### src/rtl/fg_pixel_fifo.sv
// -----------------------------------------------------------------------------
// fg_pixel_fifo
//
// Foreground-layer pixel source for the per-channel alpha blenders. An upstream
// memory fetcher pushes 16-bit pixel words into a small FIFO. One word is popped
// for each active pixel (de_i) in step with the vga_core raster counters.
//
// The stream is frame-aligned on a start-of-frame tag carried in bit 15 of each
// word. Underflow (no word available for an active pixel) and misalignment (an
// SOF word reaching the head mid-frame) both drop the block back to searching
// for SOF. Either event sets a sticky error flag.
//
// Word format: {sof[15], alpha[14:12], r[11:8], g[7:4], b[3:0]}
//
// Optional feature macro: FG_FIFO_STATS_EN
//   When it is defined, ufl_cnt_o is a saturating 16-bit underflow counter.
//   When it is undefined, ufl_cnt_o is tied to zero.
//
// Ports
//   clk_i        pixel clock
//   rstn_i       asynchronous active-low reset
//   wr_valid_i   upstream word valid
//   wr_ready_o   FIFO can accept a word (not full)
//   wr_data_i    pixel word
//   hcount_i     raster column
//   vcount_i     raster row
//   de_i         active-video enable
//   fg_r_o/g_o/b_o  registered foreground colour
//   alpha_o      registered foreground alpha
//   de_o         de_i delayed by one cycle, aligned with the colour outputs
//   level_o      FIFO occupancy
//   locked_o     high while the FSM is in RUN (this exposes the FSM state)
//   err_o        sticky underflow/misalignment flag
//   ufl_cnt_o    underflow event count (zero unless FG_FIFO_STATS_EN)
// -----------------------------------------------------------------------------
module fg_pixel_fifo #(
  parameter int DEPTH = 16,
  parameter int HSZ   = 10,
  parameter int VSZ   = 9
) (
  input  logic                       clk_i,
  input  logic                       rstn_i,
  input  logic                       wr_valid_i,
  output logic                       wr_ready_o,
  input  logic [15:0]                wr_data_i,
  input  logic [HSZ-1:0]             hcount_i,
  input  logic [VSZ-1:0]             vcount_i,
  input  logic                       de_i,
  output logic [3:0]                 fg_r_o,
  output logic [3:0]                 fg_g_o,
  output logic [3:0]                 fg_b_o,
  output logic [2:0]                 alpha_o,
  output logic                       de_o,
  output logic [$clog2(DEPTH):0]     level_o,
  output logic                       locked_o,
  output logic                       err_o,
  output logic [15:0]                ufl_cnt_o
);

  localparam int AW = $clog2(DEPTH);
  localparam int LW = AW + 1;
  localparam logic [LW-1:0] FULL_LVL = LW'(DEPTH);

  typedef enum logic {
    WAIT_SOF = 1'b0,
    RUN      = 1'b1
  } state_t;

  state_t state_q, state_d;

  logic [15:0]   mem [DEPTH];
  logic [AW-1:0] wr_ptr_q, rd_ptr_q;
  logic [LW-1:0] level_q;

  logic        push, pop, out_load, err_set;
  logic        fifo_empty, head_sof, frame_start;
  logic [15:0] head;

  // Write handshake: a word transfers on every rising clock edge where
  // wr_valid_i and wr_ready_o are both high. wr_ready_o depends only on the
  // registered level, never on wr_valid_i. The upstream must hold wr_data_i
  // stable while wr_valid_i is high and wr_ready_o is low.
  assign wr_ready_o  = (level_q != FULL_LVL);
  assign push        = wr_valid_i & wr_ready_o;

  assign fifo_empty  = (level_q == '0);
  assign head        = mem[rd_ptr_q];
  assign head_sof    = head[15];
  assign frame_start = de_i & (hcount_i == '0) & (vcount_i == '0);

  // Storage carries no reset: the pointers and level define what is valid.
  always_ff @(posedge clk_i) begin
    if (push) begin
      mem[wr_ptr_q] <= wr_data_i;
    end
  end

  // The level counts only committed writes. This means a word pushed this
  // cycle cannot be popped until the next cycle, so there is no write-to-read
  // bypass.
  always_ff @(posedge clk_i or negedge rstn_i) begin
    if (!rstn_i) begin
      wr_ptr_q <= '0;
      rd_ptr_q <= '0;
      level_q  <= '0;
    end else begin
      if (push) wr_ptr_q <= wr_ptr_q + AW'(1);
      if (pop)  rd_ptr_q <= rd_ptr_q + AW'(1);
      case ({push, pop})
        2'b10:   level_q <= level_q + LW'(1);
        2'b01:   level_q <= level_q - LW'(1);
        default: level_q <= level_q;
      endcase
    end
  end

  // FSM state register
  always_ff @(posedge clk_i or negedge rstn_i) begin
    if (!rstn_i) state_q <= WAIT_SOF;
    else         state_q <= state_d;
  end

  // FSM next-state logic and pop decision
  always_comb begin
    state_d  = state_q;
    pop      = 1'b0;
    out_load = 1'b0;
    err_set  = 1'b0;
    case (state_q)
      WAIT_SOF: begin
        if (!fifo_empty) begin
          if (!head_sof) begin
            // Flush stale words from the previous frame, one per cycle.
            pop = 1'b1;
          end else if (frame_start) begin
            pop      = 1'b1;
            out_load = 1'b1;
            state_d  = RUN;
          end
        end
      end
      RUN: begin
        if (de_i) begin
          if (fifo_empty) begin
            err_set = 1'b1;
            state_d = WAIT_SOF;
          end else if (head_sof && !frame_start) begin
            // An SOF word belongs to the next frame. Leave it at the head so
            // that the block relocks on it.
            err_set = 1'b1;
            state_d = WAIT_SOF;
          end else begin
            pop      = 1'b1;
            out_load = 1'b1;
          end
        end
      end
      default: state_d = WAIT_SOF;
    endcase
  end

  // Output pixel register. It goes transparent whenever no word was consumed.
  always_ff @(posedge clk_i or negedge rstn_i) begin
    if (!rstn_i) begin
      fg_r_o  <= '0;
      fg_g_o  <= '0;
      fg_b_o  <= '0;
      alpha_o <= '0;
      de_o    <= 1'b0;
      err_o   <= 1'b0;
    end else begin
      de_o <= de_i;
      if (out_load) begin
        alpha_o <= head[14:12];
        fg_r_o  <= head[11:8];
        fg_g_o  <= head[7:4];
        fg_b_o  <= head[3:0];
      end else begin
        alpha_o <= '0;
        fg_r_o  <= '0;
        fg_g_o  <= '0;
        fg_b_o  <= '0;
      end
      if (err_set) err_o <= 1'b1;
    end
  end

  assign locked_o = (state_q == RUN);
  assign level_o  = level_q;

`ifdef FG_FIFO_STATS_EN
  logic        ufl_evt;
  logic [15:0] ufl_cnt_q;

  assign ufl_evt = (state_q == RUN) & de_i & fifo_empty;

  always_ff @(posedge clk_i or negedge rstn_i) begin
    if (!rstn_i) begin
      ufl_cnt_q <= '0;
    end else if (ufl_evt && (ufl_cnt_q != 16'hFFFF)) begin
      ufl_cnt_q <= ufl_cnt_q + 16'd1;
    end
  end

  assign ufl_cnt_o = ufl_cnt_q;
`else
  assign ufl_cnt_o = 16'h0000;
`endif

endmodule
### config.mk
export PLATFORM = sky130hd
export DESIGN_NAME = fg_pixel_fifo
export DESIGN_NICKNAME = d
export VERILOG_FILES = /design/src/rtl/fg_pixel_fifo.sv
export SDC_FILE = /design/constraint.sdc
export NUM_CORES = 1
export LEC_CHECK = 0
export CAP_MARGIN = 30
export CELL_PAD_IN_SITES_DETAIL_PLACEMENT = 1
export CELL_PAD_IN_SITES_GLOBAL_PLACEMENT = 1
export CORE_MARGIN = 4
export CORE_UTILIZATION = 51
export DETAILED_ROUTE_END_ITERATION = 12
export PLACE_DENSITY_LB_ADDON = 0.1
export SLEW_MARGIN = 15
export SYNTH_ARGS = -nofsm -noshare
export SYNTH_HDL_FRONTEND = slang
export SYNTH_SLANG_ARGS = --single-unit
### constraint.sdc
create_clock -name clk_i -period 4.5 [get_ports clk_i]
set_clock_uncertainty 0.2 [all_clocks]
set_input_delay 0.675 -clock clk_i [delete_from_list [all_inputs] [get_ports clk_i]]
set_output_delay 0.675 -clock clk_i [all_outputs]
set_load 0.02 [all_outputs]
==> results by group <==
Floorplanning
  – # IOs: 79
  – Die X-Extent: between 150 and 200 um
  – Die ar.: 24700 um2
  – Initial cell density of the core: about 52%
  – Core area: 21900 um2
  – Die Span Y: between 150 and 200 um
  – Rows: between 50 and 60

Worst setup path
  – Kind of critical path: reg -> reg
  – Worst path cell trace: buf_4 -> mux4_1 -> a211oi_4 -> o31ai_1 -> inv_1 -> ha_1 -> inv_1 -> fa_1 -> nor2b_1 -> o21ai_1 -> and3_1 -> nor3_1 -> xnor2_1
  – Crit Path Max Fanout: 12
  – Most frequent cell on the critical path: inv_1
  – Worst path arrival time: about 4.0 ns
  – Endpoint class of the critical path: flop
  – Crit-path slowest cell: mux4_1
  – CP Launch Type: flop
  – CP required: around 4.8 ns
  – Max incr delay on CP: around 0.64 ns
  – Reg2Reg Setup Slack: roughly 0.77 ns

Power
  – Net switching power: roughly 2.5 mW
  – Power share of the sequential group: between 40% and 50%
  – Logic gate share of total power: between 20 and 30%
  – Int Power: roughly 5.9 mW
  – Switching part of the total: approximately 30%
  – P per Cell Area: about 630 nW/um2
  – Clk pwr share: 28.8%
  – Pleak: between 4 and 5 nW
  – VDD IR max: 0.000353 V

Clocking
  – Sink Count: around 290
  – Post-CTS Setup Repair Bufs: 0
  – Clock Path Buffers: 3
  – H-tree depth: 1
  – CTS resizes: 0
  – Total CTS buffers: 30
  – CTS tree: done
  – Reg clk slew, reported paths: 0.06 ns
  – Hold buffers post-CTS: 0
  – Clock root buffer: clkbuf_16
  – Clock latency on the worst-skew pair: around 0.55 ns

Timing
  – Max Transition Viols Final: 0
  – Fmax: around 0.27 GHz
  – Slew margin rel.: between 30% and 40%
  – RSZ-0062 raised after global routing: false
  – WHS: about 0.17 ns
  – Slew @ Worst Pin: around 0.95 ns
  – Final setup vio count: 0
  – Final period utilization: 82.9%
  – Final hold viol count: 0
  – Min cycle time layout: 3.73 ns
  – Final TNS setup: 0 ns

GRT
  – Largest net degree at the start of global routing: 39
  – Overflow left after global routing: 0
  – GRT Util Overall: a little over a fifth
  – First-pass GRT wire length: about 39000 um
  – Antenna violations before repair: 1
  – Number of global-route vias before repair: slightly above 6000

Route
  – Via count: around 5500
  – DR DRC count: 0
  – Drt total wl: about 26000 um
  – Drt pass-1 iters: 4
  – Final ANT Viol Nets: 0
  – Drt via density: 5.86
  – Avg WL per Cell: 27.4 um
  – 1st-iter DRT viols: 541

Cells and area
  – Commonest non-fill, non-tap cell in the layout: edfxtp_1
  – # nets final: 689
  – Fill cells: between 1500 and 2000
  – Synth-to-layout area growth: 17.9%
  – Most frequent cells in the layout: 256 x edfxtp_1, 75 x mux4_2, 62 x clkdlybuf4s50_1
  – Layout cell share with drive strength beyond 1: between 20 and 30%
  – Antenna diodes: 0

Worst hold path
  – Hold/Removal Path Class: in -> async

Placed design
  – Post-DP HPWL: about 15000 um
  – Port bufs: between 60 and 70
  – Gpl congestion: just over 0.7

Synth
  – Netlist cell types: between 40 and 50
  – Most common flop cell mapped by yosys: edfxtp_1
  – Synth Cell Area: approximately 11000 um2
  – Post-synthesis sequential area ratio: between 70% and 80%
  – Asr flop ratio synth: 10.8%
  – Seq cells post-synth: between 200 and 300
  – YS warnings: 0
  – Synth Instances: 544
  – EDFF count, synth: between 200 and 300
  – Syn Area/Cell: 20.9 um2

Job
  – Max Cap Viol: 0

Run status
  – Status: completed
==> final timing paths <==
check,cells past startpoint,end,startpoint
setup / recovery,13,level_o[4]$_DFFE_PN0P_,rd_ptr_q[3]$_DFFE_PN0P_
hold / removal,1,level_o[4]$_DFFE_PN0P_,rstn_i
setup reg to reg,13,level_o[4]$_DFFE_PN0P_,rd_ptr_q[3]$_DFFE_PN0P_
hold reg to reg,1,err_o$_DFFE_PN0P_,err_o$_DFFE_PN0P_
max in group asynchronous,3,fg_r_o[1]$_DFF_PN0_,rstn_i
min in group clk_i,1,err_o$_DFFE_PN0P_,err_o$_DFFE_PN0P_
==> power groups by stage <==
stage / sequential, mW / clock (mW) / combinational, mW
final: 3.51 / 2.41 / 2.46
after global routing: 3.55 / 2.60 / 2.66
after CTS: 3.52 / 2.47 / 2.51
after detailed placement: 3.57 / 0 / 2.48
after global placement: 3.54 / 0 / 2.41
after floorplan: 3.43 / 0 / 1.81
==> worst max-delay path: cells and delay by family (launching register included) <==
kind                     cells  cell delay, ns
XOR/XNOR                     1            0.14
AO/OA/AOI/OAI                3            0.68
AND/OR/NAND/NOR              3            0.51
flip-flops                   1            0.34
buffers and inverters        3            0.47
adder cells (fa/ha/maj)      2            0.66
multiplexers                 1            0.64
==> flip-flops by register name (all words and copies together) (netlist names) <==
name      flops
locked_o      1
mem         256
fg_r_o        4
alpha_o       3
fg_g_o        4
de_o          1
fg_b_o        4
wr_ptr_q      4
level_o       5
err_o         1
rd_ptr_q      4
==> final cells by class <==
cell class              instances  area, um2  share of cell area [%]
repair buffers                 92        891                    6.65
multi-input cells             219       2680                    20.0
inverters                      10       37.5                   0.280
well taps                     280        350                    2.62
clock inverters                14        154                    1.15
flip-flops and latches        287       8470                    63.2
clock buffers                  41        812                    6.06
==> cells in the mapped netlist (2+ instances only) <==
| master | number | area (um2) |
|---|---|---|
| o211ai_1 | 3 | 22.5 |
| o21ai_1 | 3 | 15.0 |
| a21oi_1 | 7 | 35.0 |
| mux2i_1 | 5 | 50.1 |
| mux4_1 | 2 | 52.6 |
| xnor2_1 | 8 | 70.1 |
| o31ai_1 | 2 | 15.0 |
| nand2_1 | 27 | 101 |
| buf_1 | 4 | 15.0 |
| edfxtp_1 | 256 | 7690 |
| buf_2 | 10 | 50.1 |
| xor2_1 | 2 | 17.5 |
| nor2_1 | 14 | 52.6 |
| inv_1 | 9 | 33.8 |
| nand2b_1 | 3 | 18.8 |
| nand3_1 | 2 | 10.0 |
| nor4_1 | 5 | 31.3 |
| ha_1 | 9 | 113 |
| nor3_1 | 5 | 25.0 |
| mux4_2 | 75 | 1690 |
| dfrtp_1 | 31 | 776 |
| and3_1 | 2 | 12.5 |
| buf_4 | 17 | 128 |
| a21oi_2 | 10 | 87.6 |
| and2_1 | 3 | 18.8 |
| clkbuf_1 | 9 | 33.8 |
| nand3b_1 | 2 | 15.0 |
==> per-layer routing <==
metal	share of wire (%)	vias up	global-route usage, %
met5	0	-	0
met2	52	214	36.9
met3	7.0	31	3.30
li1	-	2364	-
met4	1.5	0	4.67
met1	40	2918	30.2
==> per-stage QoR <==
step / setup slack, ns / power (mW) / utilization [%] / instances / area [um2]
global route: 0.551 / 8.80 / 61.2 / 943 / 13400
finish: 0.770 / 8.38 / 61.2 / 943 / 13400
floorplan: 1.28 / 5.23 / - / 559 / 11400
global placement: 0.758 / 5.95 / 56.7 / 887 / 12400
detailed placement: 0.628 / 6.05 / 56.7 / 887 / 12400
CTS: 0.764 / 8.50 / 61.1 / 942 / 13400
==> logic make-up after synthesis <==
group	synth area share [%]
AOI/OAI and AO/OA	2.20
xor gates and xnor gates	0.771
adders and majority gates	1.17
buffers and inverters	2.62
DFF	74.5
muxes	15.9
other	0.0330
and+or+nand+nor	2.85
No activity file was read; power rests on OpenSTA's default activity.
